**src/rtl/imem_pkg.sv**
```systemverilog
// Shared types and constants for the pipelined instruction-memory responder.
// Holds the response-entry struct plus parameter legality helpers used at elaboration.
package imem_pkg;

    localparam int          WORD_BYTES    = 4;
    localparam logic [31:0] INSTR_ZERO    = 32'h0;
    // Widest byte address an entry can carry; narrower instances zero-extend into it.
    localparam int          IMEM_ADDR_MAX = 16;

    typedef struct packed {
        logic [31:0]              instr;
        logic [IMEM_ADDR_MAX-1:0] addr;
        logic                     err;
    } imem_resp_t;

    function automatic bit imem_is_pow2(input int v);
        return (v > 0) && ((v & (v - 1)) == 0);
    endfunction

    function automatic bit imem_params_ok(input int addr_w, input int latency, input int qdepth);
        return (addr_w > $clog2(WORD_BYTES)) && (addr_w <= IMEM_ADDR_MAX) &&
               (latency >= 1) && (latency <= 8) && imem_is_pow2(qdepth);
    endfunction

endpackage

```
**src/rtl/imem_resp_fifo.sv**
```systemverilog
// Synchronous FIFO of imem_resp_t entries: head visible combinationally, push lands next cycle.
// Push while full is dropped unless a pop frees the slot on the same edge; pop while empty is ignored.
module imem_resp_fifo
    import imem_pkg::*;
#(
    parameter  int DEPTH = 4,
    localparam int PTR_W = (DEPTH > 1) ? $clog2(DEPTH) : 1,
    localparam int CNT_W = $clog2(DEPTH + 1)
) (
    input  logic             i_clk,
    input  logic             i_rst,
    input  logic             i_push,
    input  imem_resp_t       i_push_dat,
    input  logic             i_pop,
    output imem_resp_t       o_pop_dat,
    output logic             o_empty,
    output logic             o_full,
    output logic [CNT_W-1:0] o_count
);

    imem_resp_t       r_mem [DEPTH];
    logic [PTR_W-1:0] r_wr_ptr;
    logic [PTR_W-1:0] r_rd_ptr;
    logic [CNT_W-1:0] r_cnt;
    logic             w_do_push;
    logic             w_do_pop;

    function automatic logic [PTR_W-1:0] ptr_next(input logic [PTR_W-1:0] p);
        return (p == PTR_W'(DEPTH - 1)) ? '0 : p + 1'b1;
    endfunction

    assign o_empty   = (r_cnt == '0);
    assign o_full    = (r_cnt == CNT_W'(DEPTH));
    assign o_count   = r_cnt;
    assign o_pop_dat = r_mem[r_rd_ptr];
    assign w_do_pop  = i_pop && !o_empty;
    assign w_do_push = i_push && (!o_full || w_do_pop);

    always_ff @(posedge i_clk) begin
        if (w_do_push) begin
            r_mem[r_wr_ptr] <= i_push_dat;
        end
    end

    always_ff @(posedge i_clk or posedge i_rst) begin
        if (i_rst) begin
            r_wr_ptr <= '0;
            r_rd_ptr <= '0;
            r_cnt    <= '0;
        end else begin
            if (w_do_push) begin
                r_wr_ptr <= ptr_next(r_wr_ptr);
            end
            if (w_do_pop) begin
                r_rd_ptr <= ptr_next(r_rd_ptr);
            end
            case ({w_do_push, w_do_pop})
                2'b10:   r_cnt <= r_cnt + 1'b1;
                2'b01:   r_cnt <= r_cnt - 1'b1;
                default: r_cnt <= r_cnt;
            endcase
        end
    end

endmodule

```
**src/rtl/imem_responder.sv**
```systemverilog
// Instruction-fetch responder: word read at accept, response visible LATENCY cycles later, strictly in order.
// req_ready drops once QDEPTH requests are outstanding; resp_ready=0 freezes the head. IMEM_STATS_EN adds stall/response counters.
module imem_responder
    import imem_pkg::*;
#(
    parameter int ADDR_W  = 5,
    parameter int LATENCY = 2,
    parameter int QDEPTH  = 4
) (
    input  logic              clk,
    input  logic              reset,
    input  logic              req_valid,
    output logic              req_ready,
    input  logic [ADDR_W-1:0] req_addr,
    output logic              resp_valid,
    input  logic              resp_ready,
    output logic [31:0]       resp_instr,
    output logic [ADDR_W-1:0] resp_addr,
    output logic              resp_err,
`ifdef IMEM_STATS_EN
    output logic [15:0]       stall_cnt,
    output logic [15:0]       resp_cnt,
`endif
    input  logic              prog_we,
    input  logic [ADDR_W-1:0] prog_addr,
    input  logic [31:0]       prog_data
);

    localparam int OFF_W = $clog2(WORD_BYTES);
    localparam int IDX_W = ADDR_W - OFF_W;
    localparam int WORDS = 1 << IDX_W;
    localparam int CNT_W = $clog2(QDEPTH + 1);

    generate
        if (!imem_params_ok(ADDR_W, LATENCY, QDEPTH)) begin : g_bad_params
            $error("imem_responder: illegal ADDR_W/LATENCY/QDEPTH combination");
        end
    endgenerate

    logic [31:0]      r_mem [WORDS];
    logic [IDX_W-1:0] w_rd_idx;
    logic [IDX_W-1:0] w_wr_idx;
    logic             w_acc;
    logic             w_req_err;
    imem_resp_t       w_req_ent;
    logic             w_push;
    imem_resp_t       w_push_ent;
    logic             w_pop;
    logic             w_empty;
    logic             w_full;
    logic [CNT_W-1:0] w_fifo_cnt;
    imem_resp_t       w_head;
    logic [CNT_W-1:0] r_outst;
    logic             w_unused;

    assign w_rd_idx  = req_addr[ADDR_W-1:OFF_W];
    assign w_wr_idx  = prog_addr[ADDR_W-1:OFF_W];
    assign w_req_err = |req_addr[OFF_W-1:0];
    assign req_ready = (r_outst < CNT_W'(QDEPTH));
    assign w_acc     = req_valid && req_ready;

    // Program memory has no reset so a preloaded image survives a core reset.
    always_ff @(posedge clk) begin
        if (prog_we) begin
            r_mem[w_wr_idx] <= prog_data;
        end
    end

    // Read sees pre-edge contents, so a same-edge preload write to this word returns old data.
    always_comb begin
        w_req_ent       = '0;
        w_req_ent.err   = w_req_err;
        w_req_ent.addr  = IMEM_ADDR_MAX'(req_addr);
        w_req_ent.instr = w_req_err ? INSTR_ZERO : r_mem[w_rd_idx];
    end

    generate
        if (LATENCY == 1) begin : g_direct
            assign w_push     = w_acc;
            assign w_push_ent = w_req_ent;
        end else begin : g_dline
            localparam int STAGES = LATENCY - 1;
            logic [STAGES-1:0] r_dl_vld;
            imem_resp_t        r_dl_ent [STAGES];

            always_ff @(posedge clk or posedge reset) begin
                if (reset) begin
                    r_dl_vld <= '0;
                end else begin
                    r_dl_vld[0] <= w_acc;
                    for (int i = 1; i < STAGES; i++) begin
                        r_dl_vld[i] <= r_dl_vld[i-1];
                    end
                end
            end

            always_ff @(posedge clk) begin
                r_dl_ent[0] <= w_req_ent;
                for (int i = 1; i < STAGES; i++) begin
                    r_dl_ent[i] <= r_dl_ent[i-1];
                end
            end

            assign w_push     = r_dl_vld[STAGES-1];
            assign w_push_ent = r_dl_ent[STAGES-1];
        end
    endgenerate

    imem_resp_fifo #(
        .DEPTH (QDEPTH)
    ) u_resp_fifo (
        .i_clk      (clk),
        .i_rst      (reset),
        .i_push     (w_push),
        .i_push_dat (w_push_ent),
        .i_pop      (w_pop),
        .o_pop_dat  (w_head),
        .o_empty    (w_empty),
        .o_full     (w_full),
        .o_count    (w_fifo_cnt)
    );

    // Counting delay-line and FIFO entries together is what keeps the FIFO from overflowing.
    always_ff @(posedge clk or posedge reset) begin
        if (reset) begin
            r_outst <= '0;
        end else begin
            case ({w_acc, w_pop})
                2'b10:   r_outst <= r_outst + 1'b1;
                2'b01:   r_outst <= r_outst - 1'b1;
                default: r_outst <= r_outst;
            endcase
        end
    end

    assign resp_valid = !w_empty;
    assign w_pop      = resp_valid && resp_ready;
    assign resp_instr = resp_valid ? w_head.instr : INSTR_ZERO;
    assign resp_addr  = resp_valid ? w_head.addr[ADDR_W-1:0] : '0;
    assign resp_err   = resp_valid ? w_head.err : 1'b0;

`ifdef IMEM_STATS_EN
    logic [15:0] r_stall_cnt;
    logic [15:0] r_resp_cnt;

    always_ff @(posedge clk or posedge reset) begin
        if (reset) begin
            r_stall_cnt <= '0;
            r_resp_cnt  <= '0;
        end else begin
            if (req_valid && !req_ready && (r_stall_cnt != 16'hFFFF)) begin
                r_stall_cnt <= r_stall_cnt + 16'd1;
            end
            if (w_pop) begin
                r_resp_cnt <= r_resp_cnt + 16'd1;
            end
        end
    end

    assign stall_cnt = r_stall_cnt;
    assign resp_cnt  = r_resp_cnt;
`endif

    assign w_unused = ^{prog_addr[OFF_W-1:0], w_head.addr, w_fifo_cnt, w_full};

endmodule

```
**config.mk**
```make
export PLATFORM = sky130hd
export DESIGN_NAME = imem_responder
export DESIGN_NICKNAME = d
export VERILOG_FILES = /design/src/rtl/imem_pkg.sv /design/src/rtl/imem_resp_fifo.sv /design/src/rtl/imem_responder.sv
export SDC_FILE = /design/constraint.sdc
export NUM_CORES = 1
export LEC_CHECK = 0
export CAP_MARGIN = 0
export CORE_AREA = 2 2 182 166
export DETAILED_ROUTE_END_ITERATION = 12
export DIE_AREA = 0 0 184 168
export MAX_ROUTING_LAYER = met4
export PLACE_DENSITY = 0.78
export SYNTH_ARGS = -nofsm -noshare
export SYNTH_HDL_FRONTEND = slang
export SYNTH_SLANG_ARGS = --single-unit
```
**constraint.sdc**
```tcl
create_clock -name clk -period 2.55 [get_ports clk]
set_input_delay 0.51 -clock clk [delete_from_list [all_inputs] [get_ports clk]]
set_output_delay 0.51 -clock clk [all_outputs]
set_load 0.005 [all_outputs]
```
; ---- After elaboration in Yosys (flattened, before gate mapping)
; Memories as Yosys holds them, arrays and structs flattened.
; Cells that the tools add are included.
[totals]
ff_bits = 11
ram_bits = 490
n_memories = 3
[classes]
n_addsub = 6
order_cmp = 1
eq_ne = 7
mux = 12
n_reduce_logical = 11
[mem_list]
columns = name, words, word_bits, read_ports, rd_ports_with_merged_regs, write_ports, line_no
row1 = r_mem, 8, 32, 1, 0, 1, imem_responder.sv:40  ; logic [31:0] r_mem [WORDS];
row2 = u_resp_fifo.r_mem, 4, 49, 1, 0, 1, imem_resp_fifo.sv:21  ; imem_resp_t r_mem [DEPTH];
row3 = g_dline.r_dl_ent, 1, 38, 1, 0, 1, imem_responder.sv:84  ; imem_resp_t r_dl_ent [STAGES];
[ops]
columns = operator, n
row1 = $mux W32, 2
row2 = $pmux W3 S2, 2
row3 = $eq A2 B2 Y1 const B, 4
row4 = $add A3 B1 Y3 const B, 2
row5 = $sub A3 B1 Y3 const B, 2
row6 = $mux W1, 5
row7 = $mux W5, 1
row8 = $add A2 B1 Y2 const B, 2
row9 = $eq A2 B1 Y1 const B, 2
row10 = $logic_and A1 B1 Y1, 4
row11 = $mux W2, 2
row12 = $reduce_bool A2 Y1, 2
row13 = $eq A3 B3 Y1 const B, 1
row14 = $logic_not A3 Y1, 1
row15 = $lt A3 B3 Y1 const B, 1
row16 = $logic_not A1 Y1, 2
row17 = $reduce_or A2 Y1, 1
row18 = $logic_or A1 B1 Y1, 1

; ---- Depth between registers and ports, before layout
; Gate-level depths: netlist of the first run.
[depth]
word_depth = 8
depth_mapped = 9
depth_no_buf = 9

; ---- Modules after synthesis
; From an unflattened synthesis of the first run, not the netlist that was laid out.
[hier_totals]
hier_cells = 941
area_unflattened_um2 = 18671.7
[modules_own_cells]
columns = module, instances, cells_per_inst, area_per_inst_um2, seq_area_each_um2
row1 = imem_responder, 1, 629, 11081.9, 8548.2
row2 = imem_resp_fifo, 1, 312, 7589.8, 6060.8

; ---- Worst setup path after synthesis of the first run
; Ideal clock, no wire load.
[synth_timing]
kind = input to register
startpoint = input port prog_addr[3]
endpoint = memory r_mem[0][0], enable pin
setup_time_ns = 0.461
t_arrival_ns = 2.895
required_ns = 2.089
setup_slack_ns = -0.806
stages = 2
n_path_buf = 0
cell_sequence = nand2b_1 -> nor3_1
[synth_rtl]
columns = element, line_no
row1 = "start, declared", imem_responder.sv:25  ; input logic [ADDR_W-1:0] prog_addr,
row2 = "end, declared", imem_responder.sv:40
; No word-level cell before the write port.

; ---- Worst setup path in the final report of the first run
[layout_timing]
startpoint = register u_resp_fifo.r_rd_ptr[0]
endpoint = output port resp_instr[17]
[layout_via]
elab_chain_cells = 2
[layout_lines]
columns = element, line_no
row1 = "start, declared", imem_resp_fifo.sv:23  ; logic [PTR_W-1:0] r_rd_ptr;
row2 = "start signal, assigned", imem_resp_fifo.sv:55  ; r_rd_ptr <= ptr_next(r_rd_ptr);
row3 = $mem_v2 Z4 W49, -
row4 = $mux W32, imem_responder.sv:138  ; assign resp_instr = resp_valid ? w_head.instr : INSTR_ZERO;
row5 = "end, declared", imem_responder.sv:17  ; output logic [31:0] resp_instr,
; Every way passes these cells.

==> results of run 1 <==
[kinds of logic (layout without fill, tap and decap cells)]
kind of cell,count (synthesis),count (layout)
mux,172,172
other cells,0,3
compound gates,65,65
flops,457,457
buf+inv,56,219
simple gates,99,99
xor+xnor,6,6
fa+ha+maj,9,9
[per-layer routing]
layer | share of wire (%) | up-vias | GRT usage, %
met1 | 42 | 4148 | 28.2
li1 | - | 3672 | -
met4 | 1.7 | 0 | 5.43
met5 | 0 | - | -
met3 | 5.8 | 44 | 3.94
met2 | 51 | 239 | 35.5
[path summary, 6_finish.rpt]
kind,from,to,slack (ns),cells past startpoint
max,u_resp_fifo.r_rd_ptr[0],resp_instr[17],-0.05,6
min,reset,g_dline.r_dl_vld,0.29,2
max reg2reg,u_resp_fifo.o_count[0],r_outst[2],0.15,9
min reg2reg,g_dline.r_dl_ent[0][30],u_resp_fifo.r_mem[2][41],0.48,0
max in group asynchronous,reset,u_resp_fifo.r_rd_ptr[0],1.92,2
min in group clk,req_addr[3],g_dline.r_dl_ent[0][4],0.47,2
[report_power, final]
group,internal [mW],switching [mW]
combinational,2.48,1.79
sequential,8.80,0.203
clock,3.80,2.54
[final cells by class]
| type | instances | area [µm²] | share of cell area, % |
|---|---|---|---|
| multi-input cells | 351 | 3520 | 17.4 |
| flip-flops and latches | 457 | 13300 | 65.5 |
| repair buffers | 128 | 1520 | 7.48 |
| well taps | 372 | 465 | 2.29 |
| inverters | 13 | 48.8 | 0.241 |
| diodes | 3 | 7.51 | 0.0370 |
| clock buffers | 65 | 1290 | 6.37 |
| clock inverters | 13 | 143 | 0.703 |
[per-stage QoR]
stage               hold WS, ns  utilization (%)
detailed placement        0.464             63.5
finish                    0.294             69.3
global route              0.333             69.3
floorplan                 0.362                -
CTS                       0.293             69.3
global placement          0.449             63.5
[sequential cells by signal, indices dropped and copies added, names as in the netlist]
name,cells
g_dline.r_dl_ent,38
g_dline.r_dl_vld,1
r_mem,256
r_outst,3
u_resp_fifo.o_count,3
u_resp_fifo.r_mem,152
u_resp_fifo.r_rd_ptr,2
u_resp_fifo.r_wr_ptr,2
[cells in the final DEF (no fill, tap or decap), drive strengths merged, types with 4 or more instances in the layout]
master and n:
nor2 10, inv 14, o22ai 64, dfxtp 38, dfrtp 11, mux2i 130, mux2 4, or2 33
clkinv 9, clkbuf 75, ha 7, and2 43, xnor2 4, edfxtp 408, mux4 38, buf 72
clkdlybuf4s50 45
[what timing repair did]
| action | in CTS | in global routing |
|---|---|---|
| setup buffers | 10 | 3 |
| pin swaps | 23 | 3 |
| gates cloned | 5 | 0 |
| resized for setup | 179 | 21 |
| hold buffers | 0 | 0 |
| setup endpoints to repair | 39 | 38 |
| hold endpoints to repair | 0 | 0 |
==> impl_summary.md, run 1 <==
Status
The flow ran to the end, but the final reports show violations. The final reports fail on setup timing.

Place
Summed over all nets, the half-perimeter wirelength after detailed placement is 17000 µm. Counting tap cells, the placed design contains a total of 1305 instances. Prior to clock tree synthesis, the placed netlist has a worst setup slack of 0.0815 ns.

Summing all placed instances gives a cell area of 18600 µm². In this run the tool buffered the top-level ports with 84 buffer cells. At the end of routability-driven placement, the weighted congestion stood at 0.754.

Clock tree
The clock reaches the later pin of the worst-skew pair after 0.53 ns. The TritonCTS buffer count is 44. The clock slew at the register clock pins of the worst setup and hold paths is 0.06 ns. The H-tree was split into 2 levels.

For this design, the sink count on the clock tree is 457. TritonCTS built the clock tree. The clock root buffer is sky130_fd_sc_hd__clkbuf_16.

The clock passes through at most 3 buffers.

Die
The number of standard-cell rows in the floorplan is 60. The die extent in y is 168 µm. The initial core utilization is 58.0%. The boundary pin count is 87.

Measured along the x axis, the die boundary spans 184 µm. The area enclosed by the die boundary is 30900 µm². The area of the placeable core is 29300 µm².

Global routing
Summed over all layers, the global routing overflow is 0. The via count of the first global-routing pass is 8416. The number of antenna violations at the first check in global routing came to 2. The first global-routing pass estimated 48000 µm of wire.

The total global-route track usage is 21.5%. Entering global routing, the biggest net connects 39 pins.

Worst setup path
Data on the critical path arrives at its endpoint at 2.09 ns. STA puts the critical path data required time at 2.04 ns. The largest individual stage delay along the critical path comes from the cell sky130_fd_sc_hd__mux4_2. The critical path contains buffers and inverters numbering 4 combined. The critical path is of the flop to output pin type. The worst-path maximum fanout is 6. The kind of capture point of the worst setup path is an output pin.

The largest stage delay on the critical path is 0.51 ns. The top cell family by delay on the critical path is buffers and inverters. In this design, the critical path's most frequently occurring cell is sky130_fd_sc_hd__buf_6. The signal on the critical path passes through buf_6, buf_6, buf_16, mux4_2, and2_4, buf_6. The kind of start point of the critical path is a flop.

STA
In the post-route analysis, the smallest setup slack over all paths is -0.0463 ns. The maximum achievable frequency is 385 MHz. The number of pins with negative max-slew slack in the final report is 0. The share of the clock period used by the worst path after layout is 102%.

Setup repair after global routing could not meet its margin everywhere. Adding up every negative setup slack in the final design gives -0.207 ns. The post-route minimum period is 2.60 ns. For the pin with the worst max-slew slack, the measured transition is 0.453 ns.

Setup violations remaining at the end of the flow were counted as 6. The relative slew slack is 69.8%. The count of endpoints failing hold in the final timing report was 0. For the final database, setup skew stands at 0.00963 ns.

Finish
The count of cells in the finished layout, fillers not included, comes to 1402. Compared with the post-synthesis result, the final layout area differs by 19.6%. The final-layout fill cell count is 1789. The final design area excluding fillers is 20300 µm².

The fraction of layout cells with a size suffix above 1 is 22.1%. The count of nets after finishing is 1051.

Hold path
The worst hold path belongs to the class input pin to asynchronous set/reset pin.

Drt
The remaining design rule violation count is 0. The via count is 8103. In this run the remaining antenna-violating nets after routing total 0.

After detailed routing, the total wire length is 31600 µm. In the routed layout, each cell is associated on average with a via count of 5.78. The number of DRC violations after detailed-routing iteration 0 is 648. Dividing the detail-routed wire length by the instance count gives 22.6 µm. The pre-antenna-repair detailed-routing pass consisted of 4 iterations.

Synth
After synthesis, the cell types taking the most area are sky130_fd_sc_hd__edfxtp_1 72%, sky130_fd_sc_hd__mux2i_1 7.7%, sky130_fd_sc_hd__mux4_2 5.0%. By area, the combinational part of the netlist is dominated by multiplexers. The cell with the most instances after synthesis is sky130_fd_sc_hd__edfxtp_1.

The number of nets in the synthesized netlist is 920. The synthesized-area fraction occupied by xor and xnor cells is 0.310%. Yosys printed 0 warnings. The multiplexer share of the synthesized area is 13.0%. Yosys mapped the design onto 28 distinct sky130hd cell types.

Of all flip-flops after synthesis, the portion carrying an async set or reset was 2.41%. The post-synthesis cell type with the largest combined area is sky130_fd_sc_hd__edfxtp_1. The synthesized design devotes to its leading area cell type 72.2% of total area. Summing the areas of all and, or, nand and nor instances in the mapped netlist gives 3.52% of the synthesized area. The adder-cell share of the synthesized area is 0.752%.

The number of instances in the synthesized netlist is 864. Counting instances in the post-synthesis netlist gives the leading cell types as 408 x sky130_fd_sc_hd__edfxtp_1, 130 x sky130_fd_sc_hd__mux2i_1, 64 x sky130_fd_sc_hd__o22ai_1. The leading register cell type out of synthesis is sky130_fd_sc_hd__edfxtp_1. Summing the sequential cell areas from Yosys gives 78.3% of the chip area. The synthesized design contains 457 register bits. The compound-cell area share of the yosys netlist is 2.43%. Each instance of the synthesized netlist takes up on average 19.6 µm². The number of synthesized flops with an enable pin is 408. The area of the mapped netlist is 17000 µm².

Power and ir drop
The worst supply voltage drop on vdd is 0.540 mV. In this run the power density over the cells is 966 nW/µm². The design draws 19.6 mW.

The total leakage power is 7.26 nW.

Run
Across the run, the number of max-cap violations was 0.
Note: power is estimated with default switching activity, not from simulation.
==> run 2, diff against run 1 <==
--- a/config.mk
+++ b/config.mk
@@ -6,11 +6,11 @@
 export NUM_CORES = 1
 export LEC_CHECK = 0
 export CAP_MARGIN = 0
-export CORE_AREA = 2 2 182 166
+export CORE_AREA = 4 4 194 177
 export DETAILED_ROUTE_END_ITERATION = 12
-export DIE_AREA = 0 0 184 168
+export DIE_AREA = 0 0 198 181
 export MAX_ROUTING_LAYER = met4
-export PLACE_DENSITY = 0.78
+export PLACE_DENSITY = 0.71
 export SYNTH_ARGS = -nofsm -noshare
 export SYNTH_HDL_FRONTEND = slang
 export SYNTH_SLANG_ARGS = --single-unit
==> impl_summary.md, run 2 (synthesized netlist as in run 1, its figures left out) <==
Worst setup path
The worst setup path startpoint is u_resp_fifo.r_rd_ptr[0] (unchanged). The endpoint arrival time on the critical path is 2.10 ns (was 2.09 ns). The kind of start point of the critical path is a flop (unchanged). The slowest stage cell on the critical path was sky130_fd_sc_hd__mux4_2 (unchanged). The kind of capture point of the worst setup path is an output pin (unchanged). The most common cell type on the critical path is sky130_fd_sc_hd__buf_12 (was sky130_fd_sc_hd__buf_6).

The startpoint of the worst-slack reg-to-reg timing path is u_resp_fifo.o_count[0] (unchanged). The critical setup path kind is flop to output pin (unchanged). Critical path, cell by cell: buf_12, buf_12, buf_8, mux4_2, and2_4, buf_6 (was buf_6, buf_6, buf_16, mux4_2, and2_4, buf_6). The largest stage delay on the critical path is 0.52 ns (was 0.51 ns). The required time of the worst setup path is 2.04 ns (about the same). The worst-path maximum fanout is 5 (was 6).

Finish
Commonest cells after routing, fill and taps aside: 408 x sky130_fd_sc_hd__edfxtp_1, 130 x sky130_fd_sc_hd__mux2i_1, 64 x sky130_fd_sc_hd__o22ai_1, 47 x sky130_fd_sc_hd__clkbuf_16, 45 x sky130_fd_sc_hd__clkdlybuf4s50_1 (was 408 x sky130_fd_sc_hd__edfxtp_1, 130 x sky130_fd_sc_hd__mux2i_1, 64 x sky130_fd_sc_hd__o22ai_1, 45 x sky130_fd_sc_hd__clkbuf_16, 45 x sky130_fd_sc_hd__clkdlybuf4s50_1). Largest registers: r_mem x256, u_resp_fifo.r_mem x152, g_dline.r_dl_ent x38 (unchanged). The count of nets after finishing was 1063 (was 1051). The fraction of layout cells with a size suffix above 1 came to 21.7% (was 22.1%). The register with the most flip-flops is r_mem (unchanged). The post-route non-filler standard cell count is 1472 (was 1402). The most common cell after layout, fill and taps aside is sky130_fd_sc_hd__edfxtp_1 (unchanged). The flip-flop count of the largest register, all copies and words added is 256 (unchanged). The final design area excluding fillers is 20500 µm² (was 20300 µm²).

The layout overhead on the synthesized area came to 20.6% (was 19.6%).

Die
The area enclosed by the die boundary is 35800 µm² (was 30900 µm²). The boundary pin count is 87 (unchanged). The area of the placeable core is 32500 µm² (was 29300 µm²). The initial core utilization is 52.2% (was 58.0%). The number of standard-cell rows in the floorplan was 63 (was 60).

The overall die width is 198 µm (was 184 µm). The die extent in y is 181 µm (was 168 µm).

Clock tree
The H-tree depth reported by CTS is 2 (unchanged). The clock slew at the register clock pins of the worst setup and hold paths is 0.06 ns (about the same). The maximum count of clock buffers along a single path is 3 (unchanged). The insertion delay of the later-clocked pin in the worst-skew pair is 0.53 ns (about the same). The clock root buffer is sky130_fd_sc_hd__clkbuf_16 (unchanged). The TritonCTS clock tree is done (unchanged). The total of hold buffers inserted after clock tree synthesis is 0 (unchanged).

The number of sinks handled by clock tree synthesis is 457 (unchanged). The TritonCTS buffer count was 46 (was 44).

Place
The weighted congestion reported at the end of routability-driven placement was 0.734 (was 0.754). The count of port buffers added during placement was 84 (unchanged). The total placed instance area is 18600 µm² (about the same).

The HPWL after detailed placement is 17000 µm (about the same). The placement-stage worst setup slack is 0.118 ns (was 0.0815 ns). The cell total after placement came to 1357 (was 1305).

STA
RSZ-0062 raised after global routing: yes (unchanged). The maximum achievable frequency is 383 MHz (was 385 MHz). The number of pins with negative max-slew slack in the final report is 0 (unchanged). The post-route minimum period was 2.61 ns (was 2.60 ns). The relative slew slack is 69.2% (was 69.8%). The clock skew after layout is 0.0191 ns (was 0.00963 ns).

The count of endpoints failing hold in the final timing report is 0 (unchanged). The final setup violation count is 22 (was 6). The pin slew with the least headroom to its limit was 0.462 ns (was 0.453 ns). The final critical-path setup slack is -0.0625 ns (was -0.0463 ns). The final hold slack is 0.291 ns (was 0.294 ns). The share of the clock period used by the worst path after layout is 102% (about the same).

Drt
The remaining design rule violation count is 0 (unchanged). The post-detailed-route via-to-cell ratio is 5.44 (was 5.78). The count of TritonRoute iterations in the first routing pass is 5 (was 4). The total wire length is 31700 µm (was 31600 µm). The post-detailed-route count of antenna-violating nets was 0 (unchanged). The mean routed wirelength per cell is 21.5 µm (was 22.6 µm). The via count is 8002 (was 8103). The number of DRC violations after detailed-routing iteration 0 is 628 (was 648).

Run
The max-capacitance violation count is 0 (unchanged).

Global routing
The global route total overflow was 0 (unchanged). The total global-route track usage is 18.5% (was 21.5%). The wire length of the first global-routing pass was 49200 µm (was 48000 µm). The pin count of the biggest net entering global routing was 45 (was 39). The number of antenna violations at the first check in global routing was 6 (was 2). The via count of the first global-routing pass came to 8474 (was 8416).

Power and ir drop
The total power divided by cell area came to 968 nW/µm² (was 966 nW/µm²). The worst supply voltage drop on vdd came to 1.12 mV (was 0.540 mV). The overall power consumption is 19.8 mW (was 19.6 mW). The total leakage power was 7.32 nW (was 7.26 nW).

Hold path
The path type of the worst min-delay path is input pin to asynchronous set/reset pin (unchanged).

Status
Status: finished, violations left (unchanged). Violated checks: setup timing (unchanged).
==> run 2: path summary, 6_finish.rpt <==
check	slack, ns	end	depth (start not counted)
worst min-delay path	0.29	r_outst[1]	2
min in group clk	0.45	g_dline.r_dl_ent[0][4]	2
worst min register to register	0.47	u_resp_fifo.r_mem[0][33]	0
worst max register to register	0.22	u_resp_fifo.o_count[2]	9
worst max-delay path	-0.06	resp_instr[30]	6
max in group asynchronous	1.92	u_resp_fifo.r_rd_ptr[0]	2
==> run 2: critical path, delay by kind of cell, from the launching register on <==
family	cells	cell delay, ns
buf+inv	4	0.48
flops	1	0.41
mux	1	0.52
simple gates	1	0.16
==> run 2: layer usage <==
layer  GRT usage (%)  up-vias  share of wire (%)
li1                -     3709                  -
met1            26.0     4051                 45
met2            28.3      199                 48
met3            4.29       43                5.9
met4            4.02        0                1.4
met5               -        -                  0
==> run 2: power by group <==
| part | total [mW] | internal (mW) | switching [mW] |
|---|---|---|---|
| clock | 6.52 | 3.95 | 2.58 |
| combinational | 4.28 | 2.53 | 1.75 |
| sequential | 9.00 | 8.80 | 0.204 |
==> run 2: stage by stage <==
step                      TNS (ns)  util (%)
after floorplan                  0         -
after global placement           0      57.3
after detailed placement         0      57.3
after CTS                    -1.80      62.8
after global routing         -2.63      63.0
final                       -0.547      63.0
==> run 2: cell type report <==
type / count / area [µm²]
Inverter: 13 / 48.8
Timing Repair Buffer: 138 / 1570
Clock inverter: 9 / 123
Fill cell: 2259 / 12000
Multi-Input combinational cell: 351 / 3530
Antenna cell: 6 / 15.0
Sequential cell: 457 / 13300
Tap cell: 422 / 528
Clock buffer: 76 / 1370
==> run 2: timing repair <==
item / 4_1_cts / 5_1_grt
buffers inserted: 19 / 5
setup endpoints to repair: 39 / 39
resized for setup: 172 / 21
pin swaps: 27 / 2
cloned: 3 / 0
==> run 3, diff against run 2 <==
--- a/config.mk
+++ b/config.mk
@@ -7,10 +7,12 @@
 export LEC_CHECK = 0
 export CAP_MARGIN = 0
 export CORE_AREA = 4 4 194 177
+export CTS_BUF_LIST = sky130_fd_sc_hd__clkbuf_2 sky130_fd_sc_hd__clkbuf_4 sky130_fd_sc_hd__clkbuf_8
 export DETAILED_ROUTE_END_ITERATION = 12
 export DIE_AREA = 0 0 198 181
 export MAX_ROUTING_LAYER = met4
 export PLACE_DENSITY = 0.71
+export SKIP_LAST_GASP = 1
 export SYNTH_ARGS = -nofsm -noshare
 export SYNTH_HDL_FRONTEND = slang
 export SYNTH_SLANG_ARGS = --single-unit
==> impl_summary.md, run 3 (synthesized netlist as in run 1, its figures left out) <==
Clock tree
The maximum count of clock buffers along a single path came to 3 (unchanged). The TritonCTS buffer count was 72 (was 46). The H-tree depth reported by CTS was 3 (was 2).

The clock slew at the register clock pins of the worst setup and hold paths is 0.06 ns (about the same). The insertion delay of the later-clocked pin in the worst-skew pair is 0.57 ns (was 0.53 ns). The number of sinks handled by clock tree synthesis is 457 (unchanged). The clock root buffer is sky130_fd_sc_hd__clkbuf_8 (was sky130_fd_sc_hd__clkbuf_16). The TritonCTS clock tree is done (unchanged).

Finish
The count of nets after finishing is 1096 (was 1063). The flip-flop count of the largest register, all copies and words added is 256 (unchanged). The fraction of layout cells with a size suffix above 1 is 27.6% (was 21.7%). The layout overhead on the synthesized area was 20.9% (was 20.6%). Commonest cells after routing, fill and taps aside: 408 x sky130_fd_sc_hd__edfxtp_1, 130 x sky130_fd_sc_hd__mux2i_1, 86 x sky130_fd_sc_hd__clkbuf_8, 64 x sky130_fd_sc_hd__o22ai_1, 44 x sky130_fd_sc_hd__clkdlybuf4s50_1 (was 408 x sky130_fd_sc_hd__edfxtp_1, 130 x sky130_fd_sc_hd__mux2i_1, 64 x sky130_fd_sc_hd__o22ai_1, 47 x sky130_fd_sc_hd__clkbuf_16, 45 x sky130_fd_sc_hd__clkdlybuf4s50_1). Largest registers: r_mem x256, u_resp_fifo.r_mem x152, g_dline.r_dl_ent x38 (unchanged). The post-route non-filler standard cell count came to 1522 (was 1472).

The final core utilization is 63.1% (was 63.0%). The final-layout fill cell count is 2270 (was 2259). The register with the most flip-flops is r_mem (unchanged). The most common cell after layout, fill and taps aside is sky130_fd_sc_hd__edfxtp_1 (unchanged).

Place
The placement-stage worst setup slack was 0.118 ns (unchanged). The weighted congestion reported at the end of routability-driven placement is 0.734 (unchanged). The count of port buffers added during placement is 84 (unchanged). The cell total after placement is 1357 (unchanged). The HPWL after detailed placement is 17000 µm (unchanged).

Global routing
The wire length of the first global-routing pass is 49000 µm (was 49200 µm). The number of antenna violations at the first check in global routing was 5 (was 6). The total global-route track usage is 18.6% (was 18.5%). The pin count of the biggest net entering global routing is 45 (unchanged). The via count of the first global-routing pass is 8546 (was 8474). The global route total overflow is 0 (unchanged).

Die
The initial core utilization is 52.2% (unchanged). The overall die width is 198 µm (unchanged). The boundary pin count is 87 (unchanged). The die extent in y is 181 µm (unchanged). The area of the placeable core is 32500 µm² (unchanged). The number of standard-cell rows in the floorplan was 63 (unchanged).

The area enclosed by the die boundary is 35800 µm² (unchanged).

Power and ir drop
The total leakage power is 7.41 nW (was 7.32 nW). The worst supply voltage drop on vdd came to 0.942 mV (was 1.12 mV). The total power divided by cell area is 952 nW/µm² (was 968 nW/µm²). The overall power consumption is 19.5 mW (was 19.8 mW).

Worst setup path
The slowest stage cell on the critical path is sky130_fd_sc_hd__dfrtp_2 (was sky130_fd_sc_hd__mux4_2). The required time of the worst setup path is 2.04 ns (about the same). The critical setup path kind is flop to output pin (unchanged). The kind of start point of the critical path is a flop (unchanged). The kind of capture point of the worst setup path is an output pin (unchanged). The worst-path maximum fanout is 6 (was 5). The count of buffering cells on the critical path with inverters included is 5 (was 4). The largest stage delay on the critical path is 0.44 ns (was 0.52 ns).

The most common cell type on the critical path is sky130_fd_sc_hd__buf_6 (was sky130_fd_sc_hd__buf_12). The endpoint arrival time on the critical path is 2.14 ns (was 2.10 ns). Critical path, cell by cell: buf_4, buf_12, buf_6, buf_6, mux4_2, and2_4, buf_6 (was buf_12, buf_12, buf_8, mux4_2, and2_4, buf_6). The top cell family by delay on the critical path is buffers and inverters (was multiplexers). The internal reg-to-reg setup slack came to 0.24 ns (was 0.22 ns).

STA
The final setup violation count was 30 (was 22). The maximum achievable frequency was 378 MHz (was 383 MHz). The clock skew after layout was 0.0271 ns (was 0.0191 ns).

The relative slew slack is 69.9% (was 69.2%). The share of the clock period used by the worst path after layout is 104% (was 102%). The number of pins with negative max-slew slack in the final report is 0 (unchanged). The count of endpoints failing hold in the final timing report is 0 (unchanged). The pin slew with the least headroom to its limit is 0.451 ns (was 0.462 ns). The final hold slack came to 0.246 ns (was 0.291 ns). The post-route minimum period came to 2.65 ns (was 2.61 ns). RSZ-0062 raised after global routing: yes (unchanged). The final critical-path setup slack was -0.0969 ns (was -0.0625 ns).

Drt
The post-detailed-route via-to-cell ratio is 5.33 (was 5.44). The number of DRC violations after detailed-routing iteration 0 was 575 (was 628). The total wire length is 31900 µm (was 31700 µm). The mean routed wirelength per cell is 20.9 µm (was 21.5 µm).

The remaining design rule violation count came to 0 (unchanged). The count of TritonRoute iterations in the first routing pass is 5 (unchanged). The via count is 8112 (was 8002). The post-detailed-route count of antenna-violating nets is 0 (unchanged).

Hold path
The path type of the worst min-delay path is input pin to asynchronous set/reset pin (unchanged).

Run
The max-capacitance violation count is 0 (unchanged).

Status
Violated checks: setup timing (unchanged). Status: finished, violations left (unchanged).
-- run 3: routing by layer --
layer | global-route usage (%) | vias up | share of wire [%]
met5 | - | - | 0
met4 | 5.01 | 0 | 1.4
met3 | 4.70 | 40 | 6.1
met2 | 28.2 | 193 | 47
met1 | 25.5 | 4099 | 45
li1 | - | 3780 | -
-- run 3: final timing paths --
check | endpoint | from | depth (start not counted)
worst max-delay path | resp_instr[8] | u_resp_fifo.r_rd_ptr[0] | 7
worst min-delay path | r_outst[2] | reset | 2
worst max register to register | u_resp_fifo.o_count[2] | u_resp_fifo.o_count[1] | 10
worst min register to register | r_outst[0] | r_outst[0] | 1
max in group asynchronous | u_resp_fifo.r_rd_ptr[0] | reset | 2
min in group clk | g_dline.r_dl_ent[0][4] | req_addr[3] | 2
-- run 3: report_power, final --
part           internal, mW  switching, mW
Clock                  3.37           2.64
Sequential             8.80          0.199
Combinational          2.70           1.81
-- run 3: metrics by stage --
step / instance area [µm²] / setup TNS [ns]
after global routing: 20500 / -3.79
after global placement: 18600 / 0
after detailed placement: 18600 / 0
after CTS: 20400 / -2.63
after floorplan: 17000 / 0
final: 20500 / -1.17
-- run 3: area by class of cell --
cell class / instances / area (µm²) / share of cell area [%]
clock inverter: 22 / 105 / 0.513
clock buffer: 107 / 1340 / 6.54
antenna: 5 / 12.5 / 0.0610
multi-input combinational: 351 / 3540 / 17.2
inverter: 13 / 48.8 / 0.238
timing repair buffer: 145 / 1650 / 8.02
sequential: 457 / 13300 / 64.8
tap: 422 / 528 / 2.57
-- run 3: timing repair --
action | 4_1_cts | 5_1_grt
resized for setup | 193 | 38
setup buffers | 20 | 12
endpoints found under the setup margin | 39 | 39
pin swaps | 34 | 2
hold buffers | 0 | 0
cloned | 3 | 0
